--- src/rtl/data_memory_lsu.sv ---
// data_memory_lsu: single-port data memory with a load/store front end.
// Byte-addressed little-endian access of byte, halfword or full word, with
// sign/zero extension on loads, fault detection, one-cycle response latency,
// and a hardware clear sequence that zeroes every word after reset or on clr.
//
// Ports
//   clk     sole clock, rising edge
//   rst_n   asynchronous active-low reset
//   clr     one-cycle pulse requesting a full-memory clear
//   req     access request valid
//   we      1 = store, 0 = load
//   size    00 byte, 01 halfword, 10 full word, 11 illegal
//   uns     load extension: 1 = zero-extend, 0 = sign-extend
//   a       byte address
//   wd      store data, right-aligned
//   ready   request accepted when req & ready
//   rvalid  one-cycle response strobe, cycle after acceptance
//   rd      load result (0 for stores, faults and idle cycles)
//   err     accepted request faulted, qualified by rvalid
module data_memory_lsu #(
  parameter int unsigned W     = 32,
  parameter int unsigned DEPTH = 64
) (
  input  logic         clk,
  input  logic         rst_n,
  input  logic         clr,
  input  logic         req,
  input  logic         we,
  input  logic [1:0]   size,
  input  logic         uns,
  input  logic [31:0]  a,
  input  logic [W-1:0] wd,
  output logic         ready,
  output logic         rvalid,
  output logic [W-1:0] rd,
  output logic         err
);

  localparam int unsigned NB    = W / 8;
  localparam int unsigned OFFW  = $clog2(NB);
  localparam int unsigned IDXW  = $clog2(DEPTH);
  localparam logic [31:0] LIMIT = 32'(DEPTH * NB);
  localparam logic [IDXW-1:0] LAST_K = IDXW'(DEPTH - 1);

  typedef enum logic {
    CLEAR,
    IDLE
  } state_t;

  state_t          state;
  logic [IDXW-1:0] k;

  logic [W-1:0] mem [DEPTH];

  logic [OFFW-1:0] off;
  logic [IDXW-1:0] idx;
  logic            accept;
  logic            fault;
  logic [NB-1:0]   lanes;
  logic [W-1:0]    wd_aligned;
  logic [W-1:0]    word_rd;
  logic [W-1:0]    shifted;
  logic [W-1:0]    load_val;

  assign off    = a[OFFW-1:0];
  assign idx    = a[OFFW +: IDXW];
  assign accept = req & ready;

  // Byte-lane mask and fault decode for the presented request
  always_comb begin
    fault = 1'b0;
    lanes = '0;
    case (size)
      2'b00: lanes = NB'(1) << off;
      2'b01: begin
        lanes = NB'(3) << off;
        fault = a[0];
      end
      2'b10: begin
        lanes = '1;
        fault = (off != '0);
      end
      default: fault = 1'b1;
    endcase
    if (a >= LIMIT) fault = 1'b1;
  end

  // Store data moved up to the addressed lanes
  assign wd_aligned = wd << {off, 3'b000};

  // Load path: array read is combinational, so a store committed on the
  // previous edge is already visible to a load accepted this cycle.
  assign word_rd = mem[idx];
  assign shifted = word_rd >> {off, 3'b000};

  always_comb begin
    load_val = shifted;
    case (size)
      2'b00: load_val = uns ? W'(shifted[7:0])
                            : {{(W-8){shifted[7]}}, shifted[7:0]};
      2'b01: load_val = uns ? W'(shifted[15:0])
                            : {{(W-16){shifted[15]}}, shifted[15:0]};
      default: load_val = shifted;
    endcase
  end

  // Control FSM with registered ready decode and response registers
  always_ff @(posedge clk or negedge rst_n) begin
    if (!rst_n) begin
      state  <= CLEAR;
      k      <= '0;
      ready  <= 1'b0;
      rvalid <= 1'b0;
      rd     <= '0;
      err    <= 1'b0;
    end else begin
      rvalid <= accept;
      err    <= accept & fault;
      rd     <= (accept && !we && !fault) ? load_val : '0;
      case (state)
        CLEAR: begin
          if (k == LAST_K) begin
            state <= IDLE;
            ready <= 1'b1;
            k     <= '0;
          end else begin
            k <= k + IDXW'(1);
          end
        end
        IDLE: begin
          // An accepted request in this cycle still completes via the
          // response registers above; clr only redirects the FSM.
          if (clr) begin
            state <= CLEAR;
            ready <= 1'b0;
            k     <= '0;
          end
        end
        default: begin
          state <= CLEAR;
          ready <= 1'b0;
          k     <= '0;
        end
      endcase
    end
  end

  // Memory array: not reset; zeroed word by word while in CLEAR
  always_ff @(posedge clk) begin
    if (state == CLEAR) begin
      mem[k] <= '0;
    end else if (accept && we && !fault) begin
      for (int unsigned b = 0; b < NB; b++) begin
        if (lanes[b]) mem[idx][b*8 +: 8] <= wd_aligned[b*8 +: 8];
      end
    end
  end

endmodule

--- config.mk ---
export PLATFORM = sky130hd
export DESIGN_NAME = data_memory_lsu
export DESIGN_NICKNAME = d
export VERILOG_FILES = /design/src/rtl/data_memory_lsu.sv
export SDC_FILE = /design/constraint.sdc
export NUM_CORES = 2
export LEC_CHECK = 0
export CAP_MARGIN = 40
export CORE_MARGIN = 3
export CORE_UTILIZATION = 62
export CTS_BUF_LIST = sky130_fd_sc_hd__clkbuf_2
export DETAILED_ROUTE_END_ITERATION = 10
export GPL_ROUTABILITY_DRIVEN = 1
export MAX_ROUTING_LAYER = met4
export PLACE_DENSITY = 0.85
export SKIP_CTS_REPAIR_TIMING = 1
export SKIP_LAST_GASP = 1
export SLEW_MARGIN = 40
export SYNTH_ARGS = -nofsm -noshare
export SYNTH_HDL_FRONTEND = slang
export SYNTH_SLANG_ARGS = --single-unit
--- constraint.sdc ---
create_clock -name clk -period 6.2 [get_ports clk]
set_input_delay 0.93 -clock clk [delete_from_list [all_inputs] [get_ports clk]]
set_output_delay 0.93 -clock clk [all_outputs]
set_load 0.02 [all_outputs]
==> flow_summary.json <==
{
  "status": "complete, no violations",
  "yosysUniqueCellTypes": 50,
  "grt_pass1_wl_um": 313000,
  "synthAdderAreaFrac_pct": 0.0153,
  "fmax_ghz": 0.216,
  "grt_max_degree": 69,
  "nFillCells": 7369,
  "fin_crit_sh_pct": 74.6,
  "clkTransAtPathRegs_ns": 0.11,
  "clkLatencyLatePin_ns": 1.79,
  "cpMostUsedCell": "buf_4",
  "slew_headroom_pct": 22.2,
  "die_area_um2": 136000,
  "gp_congestion": 0.961,
  "skew_ns": 0.137,
  "crit_family": "simple AND/OR/NAND/NOR gates",
  "synth_compound_area_share_pct": 3.60,
  "syn-cell-area_um2": 81700,
  "finalSetupTns_ns": 0,
  "synth.avg_cell_area_um2": 21.0,
  "rsz0062_at_grt": "false",
  "hpwl_um": 135000,
  "num_rows": 132,
  "finalSetupViolCount": 0,
  "cap_violations": 0,
  "syn_inst": 3882,
  "vias_per_cell": 6.89,
  "path_buf_inv": 4,
  "start_kind": "flip-flop",
  "yosys.area.top_type_share_pct": 75.3,
  "post-place-ws_ns": 0.537,
  "switchingPower_mw": 8.15,
  "cts_root_buffer": "clkbuf_2",
  "pin_count": 107,
  "synth_top_family_by_area": "multiplexers",
  "numCtsBuffers": 485,
  "internal-power_mw": 20.8,
  "synth_seq_area_share_pct": 76.6,
  "io_buffers": 106,
  "cts_buffer_depth": 4,
  "end_kind": "flip-flop",
  "routedWlPerCell_um": 32.4,
  "htree_levels": 5,
  "p_leak_nw": 26.9,
  "fin_ws_ns": 1.58,
  "slew_violations": 0,
  "p_clk_share_pct": 29.1,
  "synth.area.mux_share_pct": 15.4,
  "swShare_pct": 28.1,
  "cts_tree": "done",
  "die_x_um": 369,
  "ys.flop_type": "edfxtp_1",
  "fin_area_um2": 91700,
  "coreArea_um2": 130000,
  "worst_ep_arrival_time_ns": 5.92,
  "yosys_warnings": 0,
  "cp_max_fo": 15,
  "synth_edf_count": 2048,
  "path_class": "flip-flop to flip-flop",
  "finalCriticalPeriod_ns": 4.62,
  "route.detailed.drc": 0,
  "synth-seq-cells": 2090,
  "postPlaceCellArea_um2": 87200,
  "syn-num-nets": 3955,
  "overflow": 0,
  "drt_iter0_drc": 7896,
  "finalHoldViolCount": 0,
  "drt.antenna.violating_nets": 0,
  "final_layout_size_suffix_gt1_share_pct": 35.3,
  "slowest_stage": "nor2_1",
  "hp-class": "input port to flip-flop",
  "routed-via-count": 45793,
  "grt_usage_pct": 33.0,
  "cts_sinks": 2090,
  "routed_wl_um": 215000,
  "nets": 4578,
  "fin_util_pct": 70.4,
  "synth_xor_xnor_area_share_pct": 0,
  "first_pass_iters": 7,
  "syn2layout_area_growth_pct": 12.2,
  "synthSimpleGateAreaFrac_pct": 2.78,
  "synthArstFlopShare_pct": 2.01,
  "start_util_pct": 62.8,
  "yosys.area.top_type": "edfxtp_1",
  "grt_pass1_vias": 46436,
  "antenna_found_initial": 13,
  "die_y_um": 369,
  "pwr-share-comb_pct": 12.8,
  "p_per_area_nw_per_um2": 316,
  "critical_path_required_ns": 7.50,
  "vdd_ir_drop_max_uv": 233,
  "synthTopCellsByArea": "edfxtp_1, mux4_2, a22oi_1",
  "path_cells": "nand2_1 -> nor4_1 -> buf_4 -> nand4_1 -> buf_4 -> buf_4 -> o31ai_1 -> buf_4 -> nand2_1 -> nor2_1",
  "tightest_slew_ns": 1.17,
  "slowest_delay_ns": 0.66,
  "seq_power_share_pct": 58.1
}
==> registers in the layout (all words and copies together) (netlist names) <==
name    flops
mem      2048
rd         32
ready       1
k           6
state       1
rvalid      1
err         1
==> per-stage QoR <==
step / hold slack (ns) / power, mW / cells
6_report: 0.0274 / 29.0 / 6650
2_1_floorplan: 0.614 / 18.8 / 3882
5_1_grt: -0.0285 / 29.9 / 6645
4_1_cts: -0.905 / 28.9 / 6615
3_3_place_gp: 0.648 / 20.3 / 5734
3_5_place_dp: 0.652 / 20.7 / 5748
==> layout make-up <==
cell class	instances	area, µm²	share of cell area (%)
repair buffers	416	3850	4.20
inverters	10	37.5	0.0410
flip-flops and latches	2090	62600	68.2
clock inverters	164	697	0.760
well taps	1742	2180	2.38
diodes	23	57.6	0.0628
clock buffers	703	3520	3.84
multi-input cells	1502	18800	20.5
==> worst reg2reg max path, delay by kind of cell (launching register included) <==
family | cells | cell delay (ns)
flops | 1 | 0.52
simple gates | 5 | 2.12
buf+inv | 4 | 1.23
compound gates | 1 | 0.29
==> power groups by stage <==
stage	Clock [mW]	Combinational, mW	Sequential (mW)
after floorplan	0	1.87	16.9
after global placement	0	3.24	17.0
after detailed placement	0	3.54	17.1
after CTS	8.50	3.56	16.8
after global routing	9.22	3.76	16.9
final	8.43	3.71	16.9
==> cell families after synthesis <==
group / Yosys count
compound gates: 440
fa+ha+maj: 1
buf+inv: 290
flops: 2090
mux: 612
simple gates: 449
==> worst paths after layout <==
path | start | endpoint | slack, ns | depth (start not counted)
max in group asynchronous | rst_n | rd[11] | 5.31 | 4
min | clr | ready | 0.03 | 2
max | ready | mem[55][10] | 1.58 | 10
max reg2reg | ready | mem[55][10] | 1.58 | 10
min reg2reg | k[0] | k[0] | 0.73 | 2
min in group asynchronous | rst_n | rd[1] | 0.36 | 4
==> cells in the mapped netlist, drive strengths merged (2+ instances only) <==
library cell,number
mux2,11
nand3b,2
o22ai,14
clkbuf,184
a21oi,124
nand3,4
or4,8
and3,4
mux2i,89
and2,11
nand2,30
o31ai,4
mux4,512
a2111oi,3
o211ai,17
nor4,26
a211oi,19
a221oi,2
buf,96
edfxtp,2048
nor4b,5
o21a,5
a22oi,206
nand2b,8
a31oi,15
dfrtp,42
inv,10
nor3,237
or2,5
o21ai,21
nand4,4
nor2,81
a22o,2
nor2b,22
==> per-layer routing <==
layer / up-vias / global-route usage, % / wire (µm)
li1: 17998 / - / -
met1: 22737 / 42.6 / 70500
met2: 4225 / 47.1 / 98800
met3: 833 / 12.2 / 34500
met4: 0 / 15.8 / 11600
met5: - / - / 0
==> layout by cell type (no fill, tap or decap), types with 14 or more instances in the layout <==
master and n:
edfxtp_1 2048, clkbuf_2 703, mux4_2 512, buf_4 261, a22oi_1 206, nor3_1 140, clkinv_1 140, a21oi_1 121
clkdlybuf4s50_1 99, nor3_2 96, mux2i_1 89, nor2_1 61, dfrtp_1 42, nand2_1 30, nor4_1 25, diode_2 23
buf_12 22, nor2b_1 18, nor2_4 17, o211ai_1 17, clkinv_2 16, o22ai_1 14
Note: power is estimated with default switching activity, not from simulation.
